--- src/rtl/tile_loader.sv ---
// Double-banked row-to-tile assembler: rows fill bank wb while bank rb is presented downstream.
// Optional row_sof framing input is enabled with `define TILE_LOADER_SOF_EN.
module tile_loader #(
  parameter int WIDTH_IN = 10
) (
  input  logic                         clk,
  input  logic                         rst_n,
  input  logic [WIDTH_IN-1:0]          row_in,
  input  logic                         row_valid,
`ifdef TILE_LOADER_SOF_EN
  input  logic                         row_sof,
`endif
  output logic                         row_ready,
  output logic [WIDTH_IN*WIDTH_IN-1:0] tile_out,
  output logic                         tile_valid,
  input  logic                         tile_ready,
  output logic [15:0]                  tile_count
);

  localparam int RW = (WIDTH_IN > 1) ? $clog2(WIDTH_IN) : 1;
  localparam logic [RW-1:0] LAST_ROW = RW'(WIDTH_IN - 1);

  logic [WIDTH_IN*WIDTH_IN-1:0] bank0;
  logic [WIDTH_IN*WIDTH_IN-1:0] bank1;
  logic                         wb;
  logic                         rb;
  logic                         run;
  logic [RW-1:0]                row_cnt;
  logic [RW-1:0]                wr_row;
  logic [1:0]                   full_cnt;
  logic [15:0]                  tile_count_q;
  logic                         accept;
  logic                         consume;
  logic                         complete;

  // run holds row_ready low while in reset and for no longer than the first edge after it
  assign row_ready  = run & (full_cnt != 2'd2);
  assign tile_valid = (full_cnt != 2'd0);
  assign tile_out   = rb ? bank1 : bank0;
  assign tile_count = tile_count_q;
  assign accept     = row_valid & row_ready;
  assign consume    = tile_valid & tile_ready;

  always_comb begin
    wr_row   = row_cnt;
    complete = accept && (row_cnt == LAST_ROW);
`ifdef TILE_LOADER_SOF_EN
    // a start-of-frame row restarts the tile in bank wb; full_cnt is untouched
    if (row_sof) begin
      wr_row   = '0;
      complete = accept && (WIDTH_IN == 1);
    end
`endif
  end

  always_ff @(posedge clk or negedge rst_n) begin
    if (!rst_n) begin
      bank0        <= '0;
      bank1        <= '0;
      wb           <= 1'b0;
      rb           <= 1'b0;
      run          <= 1'b0;
      row_cnt      <= '0;
      full_cnt     <= 2'd0;
      tile_count_q <= 16'd0;
    end else begin
      run <= 1'b1;
      if (accept) begin
        for (int r = 0; r < WIDTH_IN; r++) begin
          if (wr_row == RW'(r)) begin
            if (wb) bank1[r*WIDTH_IN +: WIDTH_IN] <= row_in;
            else    bank0[r*WIDTH_IN +: WIDTH_IN] <= row_in;
          end
        end
        if (complete) begin
          row_cnt <= '0;
          wb      <= ~wb;
        end else begin
          row_cnt <= wr_row + RW'(1);
        end
      end
      if (consume) begin
        rb           <= ~rb;
        tile_count_q <= tile_count_q + 16'd1;
      end
      case ({complete, consume})
        2'b10:   full_cnt <= full_cnt + 2'd1;
        2'b01:   full_cnt <= full_cnt - 2'd1;
        default: full_cnt <= full_cnt;
      endcase
    end
  end

endmodule

--- config.mk ---
export PLATFORM = sky130hd
export DESIGN_NAME = tile_loader
export DESIGN_NICKNAME = d
export VERILOG_FILES = /design/src/rtl/tile_loader.sv
export SDC_FILE = /design/constraint.sdc
export NUM_CORES = 1
export LEC_CHECK = 0
export CORE_MARGIN = 2
export CORE_UTILIZATION = 50
export DETAILED_ROUTE_END_ITERATION = 6
export PLACE_DENSITY_LB_ADDON = 0.2
export SKIP_CTS_REPAIR_TIMING = 1
export SLEW_MARGIN = 20
export SYNTH_ARGS = -nofsm -noshare
export SYNTH_HDL_FRONTEND = slang
export SYNTH_SLANG_ARGS = --single-unit
--- constraint.sdc ---
create_clock -name clk -period 1.8 [get_ports clk]
set_input_delay 0.36 -clock clk [delete_from_list [all_inputs] [get_ports clk]]
set_output_delay 0.36 -clock clk [all_outputs]
set_load 0.02 [all_outputs]
==> out/summary.txt, run 1 <==
======================================================================================
Result of the run ....................................................... finished with violations
Violated checks ......................................................... negative setup slack
DR vias .................................................................        6,098
Async set or reset register ratio after synthesis .......................         1.00
Final WS setup ..........................................................    -0.372 ns
Fraction of synthesized area in multiplexers ............................        0.340
Combinational family with the most area after synthesis ................. multiplexers
Post-route cell area .................................................... 13,200 sq um
Path length in cells of the critical path ...............................            4
Number of global-route vias before repair ...............................        6,733
FF-to-FF path depth .....................................................            7
Net count, final ........................................................          872
Final worst path period need ............................................      2.17 ns
Top achievable clock speed ..............................................    0.460 GHz
Crit path kind .......................................................... register to primary output
Yosys warns .............................................................            0
Buffer type at the clock tree root ...................................... sky130_fd_sc_hd__clkbuf_16
Fraction of the mapped netlist area in simple logic gates ...............       0.0499
Setup_tns ...............................................................    -33.21 ns
Worst setup slack for register-to-register paths ........................      0.04 ns
Number of buffers on the longest clock path .............................            3
Count of max-cap constraint violations ..................................            0
Crit Reg-Reg Startpoint ................................................. full_cnt[0]$_DFFE_PN0P_
Share of the synthesized area in compound gates (AO/OA/AOI/OAI) .........      0.00297
Relative slew margins ...................................................        0.660
Critical path arrival ...................................................      1.81 ns
Final Cycle Share .......................................................         1.21
Leakage power ...........................................................      6.75 nW
Startpoint types ........................................................     register
Detail-routed via count per cell ........................................         5.35
Number of clock buffers inserted by TritonCTS ...........................           24
Pin count of the biggest net entering global routing ....................           64
Total placed instance area .............................................. 12,100 sq um
Area of the core ........................................................ 20,000 sq um
Htree depth .............................................................            1
Flip-flop and latch count after synthesis ...............................          225
Number of port buffers ..................................................          131
CTS tree ................................................................        built
Final slew viol count ...................................................            0
Count of endpoints failing hold in the final timing report ..............            0
Pwr dens ................................................................ 1700 nW/um^2
CP Capture Type ......................................................... primary output
Endpoints failing setup .................................................          101
Global-route wire length before repair ..................................    36,800 um
Mapped Avg Cell Area ....................................................   15.1 sq um
Number of standard-cell rows in the floorplan ...........................           52
DRT iter0 DRCs ..........................................................          179
Largest fanout of any net on the critical path ..........................            7
Fill count ..............................................................        1,497
Routed WL ...............................................................    24,000 um
Number of remaining DRC errors ..........................................            0
Routed len/inst .........................................................      21.1 um
Overall fraction of global-route tracks in use ..........................        0.216
Cell with the biggest individual delay on the critical path ............. sky130_fd_sc_hd__dfrtp_4
Distinct cell type count after synthesis ................................           38
Gate Count Post-Synth ...................................................          669
Number of antenna violations at the first check in global routing .......            0
Drt pass-1 iters ........................................................            4
Initial core utilization ................................................        0.504
Leftover overflow at the end of global routing ..........................            0
Post-Syn Area ........................................................... 10,100 sq um
Number of enable flip-flop cells after synthesis ........................            0
Class of the most critical hold timing path ............................. input port to asynchronous set/reset pin
Area enclosed by the die boundary ....................................... 21,400 sq um
Clock slew at the register clock pins of the worst setup and hold paths .      0.06 ns
Synth Area in XOR/XNOR ..................................................       0.0173
DP HPWL .................................................................    14,600 um
Synth top area cells .................................................... sky130_fd_sc_hd__dfrtp_1 (56%), sky130_fd_sc_hd__mux2_2 (30%), sky130_fd_sc_hd__mux2_1 (2.7%), sky130_fd_sc_hd__nand3_4 (1.6%), sky130_fd_sc_hd__mux2_4 (1.5%)
Clock tree skew after final layout ......................................   0.00777 ns
Number of antenna repair diodes .........................................            0
Cell type contributing the most total cell area after synthesis ......... sky130_fd_sc_hd__dfrtp_1
Area share of the leading cell type in the synthesized netlist ..........        0.557
Number of sinks driven by the clock tree ................................          225
Final antenna-violating net count .......................................            0
Worst hold slack ........................................................     0.398 ns
Syn Nets ................................................................          689
Synthesized-area fraction occupied by adder cells .......................      0.00743
Overall die width .......................................................       146 um
Cell breakdown of the critical path ..................................... buf_12 -> clkbuf_16 -> mux2_2 -> clkbuf_2
Part of the Yosys area used for sequential elements .....................        0.557
Pwr Total ...............................................................      22.5 mW
Proportion of layout cells with a drive suffix above 1 ..................        0.601
Slowest cell delay on critical path .....................................      0.45 ns
Setup repair after global routing missed its margin .....................          yes
Commonest cells post-synth .............................................. sky130_fd_sc_hd__mux2_2 (268), sky130_fd_sc_hd__dfrtp_1 (225), sky130_fd_sc_hd__mux2_1 (24)
Top_reg_cell synth ...................................................... sky130_fd_sc_hd__dfrtp_1
Library cell with the highest instance count after synthesis ............ sky130_fd_sc_hd__mux2_2
Flip-flop and latch area ................................................   5640 sq um
VDD IR-drop max .........................................................      1110 uV
Number of top-level pins ................................................          132
Multi-input gate area ...................................................   4340 sq um
Final estimated routing congestion in global placement ..................        0.762
Clock insertion delay at the later pin of the skew report ...............      0.51 ns
Required @ worst endpoint ...............................................      1.44 ns
Number of buffer and inverter instances along the worst setup path ......            3
Transition at the pin with the smallest max-transition slack ............     0.510 ns
Largest delay share family, worst path .................................. buffers and inverters
Area growth from synthesis to final layout ..............................        30.9%
Vert. Die Dim ...........................................................       146 um
Worst reg2reg endpoint .................................................. bank0[85]$_DFFE_PN0P_
======================================================================================
[worst reg2reg max path, delay by kind of cell, from the launching register on]
family,cells,cell delay (ns)
multiplexers,1,0.31
buffers and inverters,3,0.44
flip-flops,1,0.43
AND/OR/NAND/NOR,3,0.47
[state kept, by name, summed over array words and instances, names as in the netlist]
name        cells
run             1
tile_count     16
rb              1
full_cnt        2
bank1         100
bank0         100
row_cnt         4
wb              1
[layout make-up]
type	count	share of cell area
well taps	270	0.0255
multi-input cells	397	0.328
repair buffers	200	0.156
clock inverters	10	0.00965
clock buffers	33	0.0534
flip-flops and latches	225	0.426
inverters	4	0.00114
[cell families (layout without fill, tap and decap cells)]
family / count (synthesis) / in the layout
buf+inv: 48 / 247
fa+ha+maj: 6 / 6
mux: 302 / 302
simple gates: 63 / 64
xor+xnor: 20 / 20
flops: 225 / 225
other cells: 1 / 1
compound gates: 4 / 4
[report_power, final]
part | total, mW | switching, mW | internal, mW
clock network | 5.14 | 1.98 | 3.16
logic | 9.66 | 4.53 | 5.13
registers | 7.71 | 0.981 | 6.73
total | 22.5 | 7.48 | 15.0
[cells in the final DEF, fill, tap and decap left out, types with 3 or more instances in the layout]
master	count
sky130_fd_sc_hd__bufinv_16	3
sky130_fd_sc_hd__dfrtp_1	223
sky130_fd_sc_hd__dlymetal6s2s_1	16
sky130_fd_sc_hd__and3_1	4
sky130_fd_sc_hd__nand2_1	7
sky130_fd_sc_hd__clkbuf_8	5
sky130_fd_sc_hd__mux2_1	24
sky130_fd_sc_hd__mux2_2	257
sky130_fd_sc_hd__nand4_1	5
sky130_fd_sc_hd__clkbuf_2	35
sky130_fd_sc_hd__buf_8	5
sky130_fd_sc_hd__nor2_2	3
sky130_fd_sc_hd__and3_4	6
sky130_fd_sc_hd__clkbuf_16	29
sky130_fd_sc_hd__xor2_1	5
sky130_fd_sc_hd__buf_12	20
sky130_fd_sc_hd__mux2_4	21
sky130_fd_sc_hd__ha_1	5
sky130_fd_sc_hd__nor2b_1	3
sky130_fd_sc_hd__clkbuf_1	3
sky130_fd_sc_hd__xnor2_1	14
sky130_fd_sc_hd__buf_4	46
sky130_fd_sc_hd__nand3_4	10
sky130_fd_sc_hd__clkinv_2	6
sky130_fd_sc_hd__nand3_1	8
sky130_fd_sc_hd__clkdlybuf4s50_1	12
sky130_fd_sc_hd__buf_2	11
sky130_fd_sc_hd__inv_1	4
sky130_fd_sc_hd__nor2_1	3
sky130_fd_sc_hd__buf_6	49
[routing by layer]
metal,vias up,GRT usage,routed length [um]
met4,0,0.0495,481
li1,2749,-,-
met5,-,0,0
met3,34,0.0472,1080
met2,121,0.387,12300
met1,3194,0.270,10200
[worst max path at each step]
stage                                 from  slack [ns]                    end
floorplan           row_cnt[1]$_DFFE_PN0N_       0.003  bank0[90]$_DFFE_PN0P_
global placement                 row_valid       -0.29  bank0[34]$_DFFE_PN0P_
detailed placement               row_valid       -0.33  bank0[34]$_DFFE_PN0P_
CTS                         rb$_DFFE_PN0P_       -0.80           tile_out[31]
global route                rb$_DFFE_PN0P_       -0.40           tile_out[37]
finish                      rb$_DFFE_PN0P_       -0.37            tile_out[2]
[metrics by stage]
stage / setup slack (ns) / std cells / util
3_3_place_gp: -0.287 / 1078 / 0.606
6_report: -0.372 / 1139 / 0.660
4_1_cts: -0.797 / 1121 / 0.648
2_1_floorplan: 0.00252 / 669 / -
5_1_grt: -0.404 / 1139 / 0.660
3_5_place_dp: -0.326 / 1078 / 0.606
Note: power is estimated with default switching activity, not from simulation.
==> run 2: changes to the inputs <==
- CAP_MARGIN: not set -> 10
- CELL_PAD_IN_SITES_DETAIL_PLACEMENT: not set -> 1
- CELL_PAD_IN_SITES_GLOBAL_PLACEMENT: not set -> 2
- CORE_UTILIZATION: 50 -> 41
- DONT_BUFFER_PORTS: not set -> 1
==> out/summary.txt, run 2 (synthesis results as in run 1) <==
======================================================================================
Overall fraction of global-route tracks in use ..........................        0.183
Required @ worst endpoint ...............................................      1.44 ns
Number of top-level pins ................................................          132
DR vias .................................................................        5,508
Sw power ................................................................      6.88 mW
Endpoints failing setup .................................................          101
Global-route wire length before repair ..................................    37,100 um
Final worst path period need ............................................      2.08 ns
Number of standard-cell rows in the floorplan ...........................           57
Class of the most critical hold timing path ............................. input port to asynchronous set/reset pin
Top achievable clock speed ..............................................    0.481 GHz
Area enclosed by the die boundary ....................................... 25,900 sq um
Cell breakdown of the critical path ..................................... clkbuf_4 -> buf_6 -> mux2_4
Slowest cell delay on critical path .....................................      0.48 ns
Number of sinks driven by the clock tree ................................          225
Setup repair after global routing missed its margin .....................          yes
Number of clock buffers inserted by TritonCTS ...........................           26
Sequential share of power ...............................................        0.382
Worst hold slack ........................................................    -0.453 ns
CTS tree ................................................................        built
Transition at the pin with the smallest max-transition slack ............      1.04 ns
Final Cycle Share .......................................................         1.15
Pin count of the biggest net entering global routing ....................          226
Routed WL ...............................................................    23,900 um
Number of remaining DRC errors ..........................................            0
Number of antenna repair diodes .........................................            0
Violated checks ......................................................... negative hold slack, negative setup slack
Htree depth .............................................................            1
Clk pwr share ...........................................................        0.255
CP Capture Type ......................................................... primary output
Layout Cells excl Fill ..................................................        1,047
Internal power of the cells .............................................      13.3 mW
Switching share of power ................................................        0.340
DRT iter0 DRCs ..........................................................          216
Routed len/inst .........................................................      22.8 um
Net count, final ........................................................          726
DP HPWL .................................................................    14,600 um
VDD IR-drop max .........................................................       821 uV
Final WS setup ..........................................................    -0.278 ns
Vert. Die Dim ...........................................................       161 um
Number of port buffers ..................................................            0
Buffer type at the clock tree root ...................................... sky130_fd_sc_hd__clkbuf_16
Overall die width .......................................................       161 um
Inst Count DP ...........................................................          984
Leftover overflow at the end of global routing ..........................            0
Relative slew margins ...................................................        0.305
Final antenna-violating net count .......................................            0
Result of the run ....................................................... finished with violations
Leakage power ...........................................................      5.76 nW
Clock tree skew after final layout ......................................    0.0132 ns
Number of antenna violations at the first check in global routing .......            0
Startpoint types ........................................................     register
Initial core utilization ................................................        0.417
Number of global-route vias before repair ...............................        6,192
Cell with the biggest individual delay on the critical path ............. sky130_fd_sc_hd__dfrtp_4
Final slew viol count ...................................................            0
Count of max-cap constraint violations ..................................            0
Crit path kind .......................................................... register to primary output
Clock insertion delay at the later pin of the skew report ...............      0.52 ns
Final estimated routing congestion in global placement ..................        0.733
Largest fanout of any net on the critical path ..........................            7
Area growth from synthesis to final layout ..............................        17.8%
FF-to-FF path depth .....................................................            6
Clock slew at the register clock pins of the worst setup and hold paths .      0.06 ns
Area of the core ........................................................ 24,200 sq um
Share of total power in combinational logic .............................        0.363
Number of buffers on the longest clock path .............................            3
Fill count ..............................................................        2,323
Count of endpoints failing hold in the final timing report ..............          225
Setup slack at placement ................................................    0.0300 ns
Leading cell types in the layout, fill and taps excluded ................ sky130_fd_sc_hd__mux2_2 (233), sky130_fd_sc_hd__dfrtp_1 (223), sky130_fd_sc_hd__mux2_4 (45)
Detail-routed via count per cell ........................................         5.26
Critical path arrival ...................................................      1.72 ns
Drt pass-1 iters ........................................................            4
Proportion of layout cells with a drive suffix above 1 ..................        0.539
Pwr dens ................................................................ 1700 nW/um^2
Leading cell type in the layout, fill and taps excluded ................. sky130_fd_sc_hd__mux2_2
======================================================================================
==> run 2: path summary, 6_finish.rpt <==
path	startpoint	end	slack, ns
worst max-delay path	rb$_DFFE_PN0P_	tile_out[97]	-0.28
worst min-delay path	rst_n	bank1[25]$_DFFE_PN0P_	-0.45
worst max register to register	full_cnt[1]$_DFFE_PN0P_	bank0[22]$_DFFE_PN0P_	0.08
worst min register to register	bank0[48]$_DFFE_PN0P_	bank0[48]$_DFFE_PN0P_	0.48
max in group asynchronous	rst_n	rb$_DFFE_PN0P_	1.83
min in group clk	tile_ready	rb$_DFFE_PN0P_	0.14
==> run 2: cell type report <==
| type | count | area, sq um | share of cell area |
|---|---|---|---|
| timing repair buffer | 53 | 618 | 0.0519 |
| clock buffer | 35 | 776 | 0.0652 |
| multi-input combinational | 396 | 4370 | 0.367 |
| clock inverter | 10 | 82.6 | 0.00694 |
| sequential | 225 | 5640 | 0.473 |
| inverter | 4 | 15.0 | 0.00126 |
| tap | 324 | 405 | 0.0341 |
==> run 2: stage by stage <==
stage,TNS [ns],cell area (sq um),utilization,power (mW)
6_report,-25.21,11900,0.491,20.2
5_1_grt,-31.21,11900,0.491,21.3
4_1_cts,-35.74,11600,0.477,19.8
3_5_place_dp,0,10700,0.442,14.6
3_3_place_gp,0,10700,0.442,14.2
2_1_floorplan,0,10100,-,12.9
==> run 2: power by group through the flow <==
stage | sequential [mW] | combinational [mW] | clock [mW]
6_report | 7.71 | 7.34 | 5.16
5_1_grt | 7.96 | 7.79 | 5.57
4_1_cts | 7.77 | 6.75 | 5.33
3_5_place_dp | 7.85 | 6.70 | 0
3_3_place_gp | 7.68 | 6.52 | 0
2_1_floorplan | 7.46 | 5.47 | 0
==> run 2: metal layers <==
metal / global-route usage / part of all wire / up-vias / wire length (um)
met5: 0 / 0 / - / 0
met4: 0.0329 / 0.011 / 0 / 258
met3: 0.0470 / 0.056 / 21 / 1340
met2: 0.332 / 0.51 / 101 / 12300
met1: 0.221 / 0.42 / 2940 / 10000
li1: - / - / 2446 / -
==> run 2: worst max-delay path: cells and delay by family, from the launching register on <==
kind,cells,cell delay (ns)
muxes,1,0.34
DFF,1,0.48
buffers and inverters,2,0.37
==> run 3: changes to the inputs <==
- GPL_TIMING_DRIVEN: not set -> 0
==> out/summary.txt, run 3 (synthesis results as in run 1) <==
======================================================================================
Result of the run ....................................................... finished with violations
Violated checks ......................................................... negative hold slack, negative setup slack
Share of total power in combinational logic .............................        0.363
Largest delay share family, worst path .................................. multiplexers
Proportion of layout cells with a drive suffix above 1 ..................        0.530
DP HPWL .................................................................    16,700 um
Setup repair after global routing missed its margin .....................          yes
Number of remaining DRC errors ..........................................            0
Final antenna-violating net count .......................................            0
DRT iter0 DRCs ..........................................................          262
Number of antenna violations at the first check in global routing .......            4
Routed len/inst .........................................................      25.6 um
Area growth from synthesis to final layout ..............................        16.6%
Clock tree skew after final layout ......................................    0.0111 ns
Drt pass-1 iters ........................................................            4
Number of global-route vias before repair ...............................        6,312
Leading cell types in the layout, fill and taps excluded ................ sky130_fd_sc_hd__mux2_2 (229), sky130_fd_sc_hd__dfrtp_1 (222), sky130_fd_sc_hd__mux2_4 (49)
Number of buffer and inverter instances along the worst setup path ......            2
Final Cycle Share .......................................................         1.13
Leftover overflow at the end of global routing ..........................            0
Final estimated routing congestion in global placement ..................        0.760
Initial core utilization ................................................        0.417
Class of the most critical hold timing path ............................. input port to asynchronous set/reset pin
Final worst path period need ............................................      2.03 ns
Clock slew at the register clock pins of the worst setup and hold paths .      0.06 ns
Critical path arrival ...................................................      1.67 ns
Slowest cell delay on critical path .....................................      0.42 ns
Area of the core ........................................................ 24,200 sq um
Pwr dens ................................................................ 1720 nW/um^2
Global-route wire length before repair ..................................    40,300 um
Sw power ................................................................      6.96 mW
Cell with the biggest individual delay on the critical path ............. sky130_fd_sc_hd__mux2_2
Number of antenna repair diodes .........................................            0
VDD IR-drop max .........................................................       673 uV
Required @ worst endpoint ...............................................      1.44 ns
Largest fanout of any net on the critical path ..........................           10
Endpoints failing setup .................................................          101
Routed WL ...............................................................    26,700 um
Crit path kind .......................................................... register to primary output
Clock insertion delay at the later pin of the skew report ...............      0.52 ns
Number of clock buffers inserted by TritonCTS ...........................           25
CTS tree ................................................................        built
Detail-routed via count per cell ........................................         5.38
Area enclosed by the die boundary ....................................... 25,900 sq um
Htree depth .............................................................            1
Buffer type at the clock tree root ...................................... sky130_fd_sc_hd__clkbuf_16
Leakage power ...........................................................      5.69 nW
Number of standard-cell rows in the floorplan ...........................           57
Vert. Die Dim ...........................................................       161 um
Worst hold slack ........................................................    -0.454 ns
Overall fraction of global-route tracks in use ..........................        0.208
Count of max-cap constraint violations ..................................            0
Overall die width .......................................................       161 um
Startpoint types ........................................................     register
DR vias .................................................................        5,629
Cell breakdown of the critical path ..................................... buf_12 -> buf_6 -> mux2_2
Number of port buffers ..................................................            0
Number of buffers on the longest clock path .............................            3
CP Capture Type ......................................................... primary output
Pin count of the biggest net entering global routing ....................          226
Clk pwr share ...........................................................        0.252
Transition at the pin with the smallest max-transition slack ............      1.02 ns
Pwr Total ...............................................................      20.3 mW
Top achievable clock speed ..............................................    0.492 GHz
Count of endpoints failing hold in the final timing report ..............          225
Switching share of power ................................................        0.344
Net count, final ........................................................          725
Relative slew margins ...................................................        0.319
Final WS setup ..........................................................    -0.231 ns
Number of top-level pins ................................................          132
Sequential share of power ...............................................        0.385
Internal power of the cells .............................................      13.3 mW
Number of sinks driven by the clock tree ................................          225
Leading cell type in the layout, fill and taps excluded ................. sky130_fd_sc_hd__mux2_2
Final slew viol count ...................................................            0
======================================================================================
-- run 3: per-layer routing --
metal	global-route usage	share of wire
met1	0.256	0.40
met2	0.370	0.53
met3	0.0488	0.057
met4	0.0487	0.017
met5	0	0
-- run 3: area by class of cell --
| cell class | instances | area, sq um |
|---|---|---|
| plain buffers | 44 | 353 |
| fillers | 2354 | 12500 |
| flip-flops and latches | 225 | 5630 |
| repair buffers | 9 | 80.1 |
| clock inverters | 7 | 88.8 |
| inverters | 4 | 15.0 |
| multi-input cells | 396 | 4470 |
| well taps | 324 | 405 |
| clock buffers | 37 | 741 |
-- run 3: path summary, 6_finish.rpt --
| check | endpoint | slack [ns] | from | cells after the start |
|---|---|---|---|---|
| min | bank1[23]$_DFFE_PN0P_ | -0.45 | rst_n | 0 |
| max reg2reg | bank0[97]$_DFFE_PN0P_ | 0.04 | row_cnt[1]$_DFFE_PN0N_ | 7 |
| min reg2reg | bank0[45]$_DFFE_PN0P_ | 0.48 | bank0[45]$_DFFE_PN0P_ | 1 |
| min in group clk | tile_count[0]$_DFFE_PN0P_ | 0.08 | tile_ready | 2 |
| max | tile_out[42] | -0.23 | rb$_DFFE_PN0P_ | 3 |
| max in group asynchronous | row_cnt[2]$_DFFE_PN0N_ | 1.76 | rst_n | 0 |
-- run 3: metrics by stage --
stage	cells	cell area, sq um	util	setup TNS (ns)	worst slack, ns
floorplan	669	10100	-	0	0.00252
global route	1046	11800	0.486	-24.89	-0.280
CTS	1037	11300	0.468	-94.60	-0.867
finish	1046	11800	0.486	-19.54	-0.231
global placement	993	10500	0.434	-34.00	-0.284
detailed placement	993	10500	0.434	-39.01	-0.305
-- run 3: power by group through the flow --
| stage | combinational, mW | sequential, mW | clock, mW |
|---|---|---|---|
| 3_3_place_gp | 6.37 | 7.62 | 0 |
| 6_report | 7.36 | 7.79 | 5.11 |
| 4_1_cts | 6.60 | 7.73 | 5.23 |
| 5_1_grt | 7.80 | 8.04 | 5.45 |
| 3_5_place_dp | 6.56 | 7.80 | 0 |
| 2_1_floorplan | 5.47 | 7.46 | 0 |
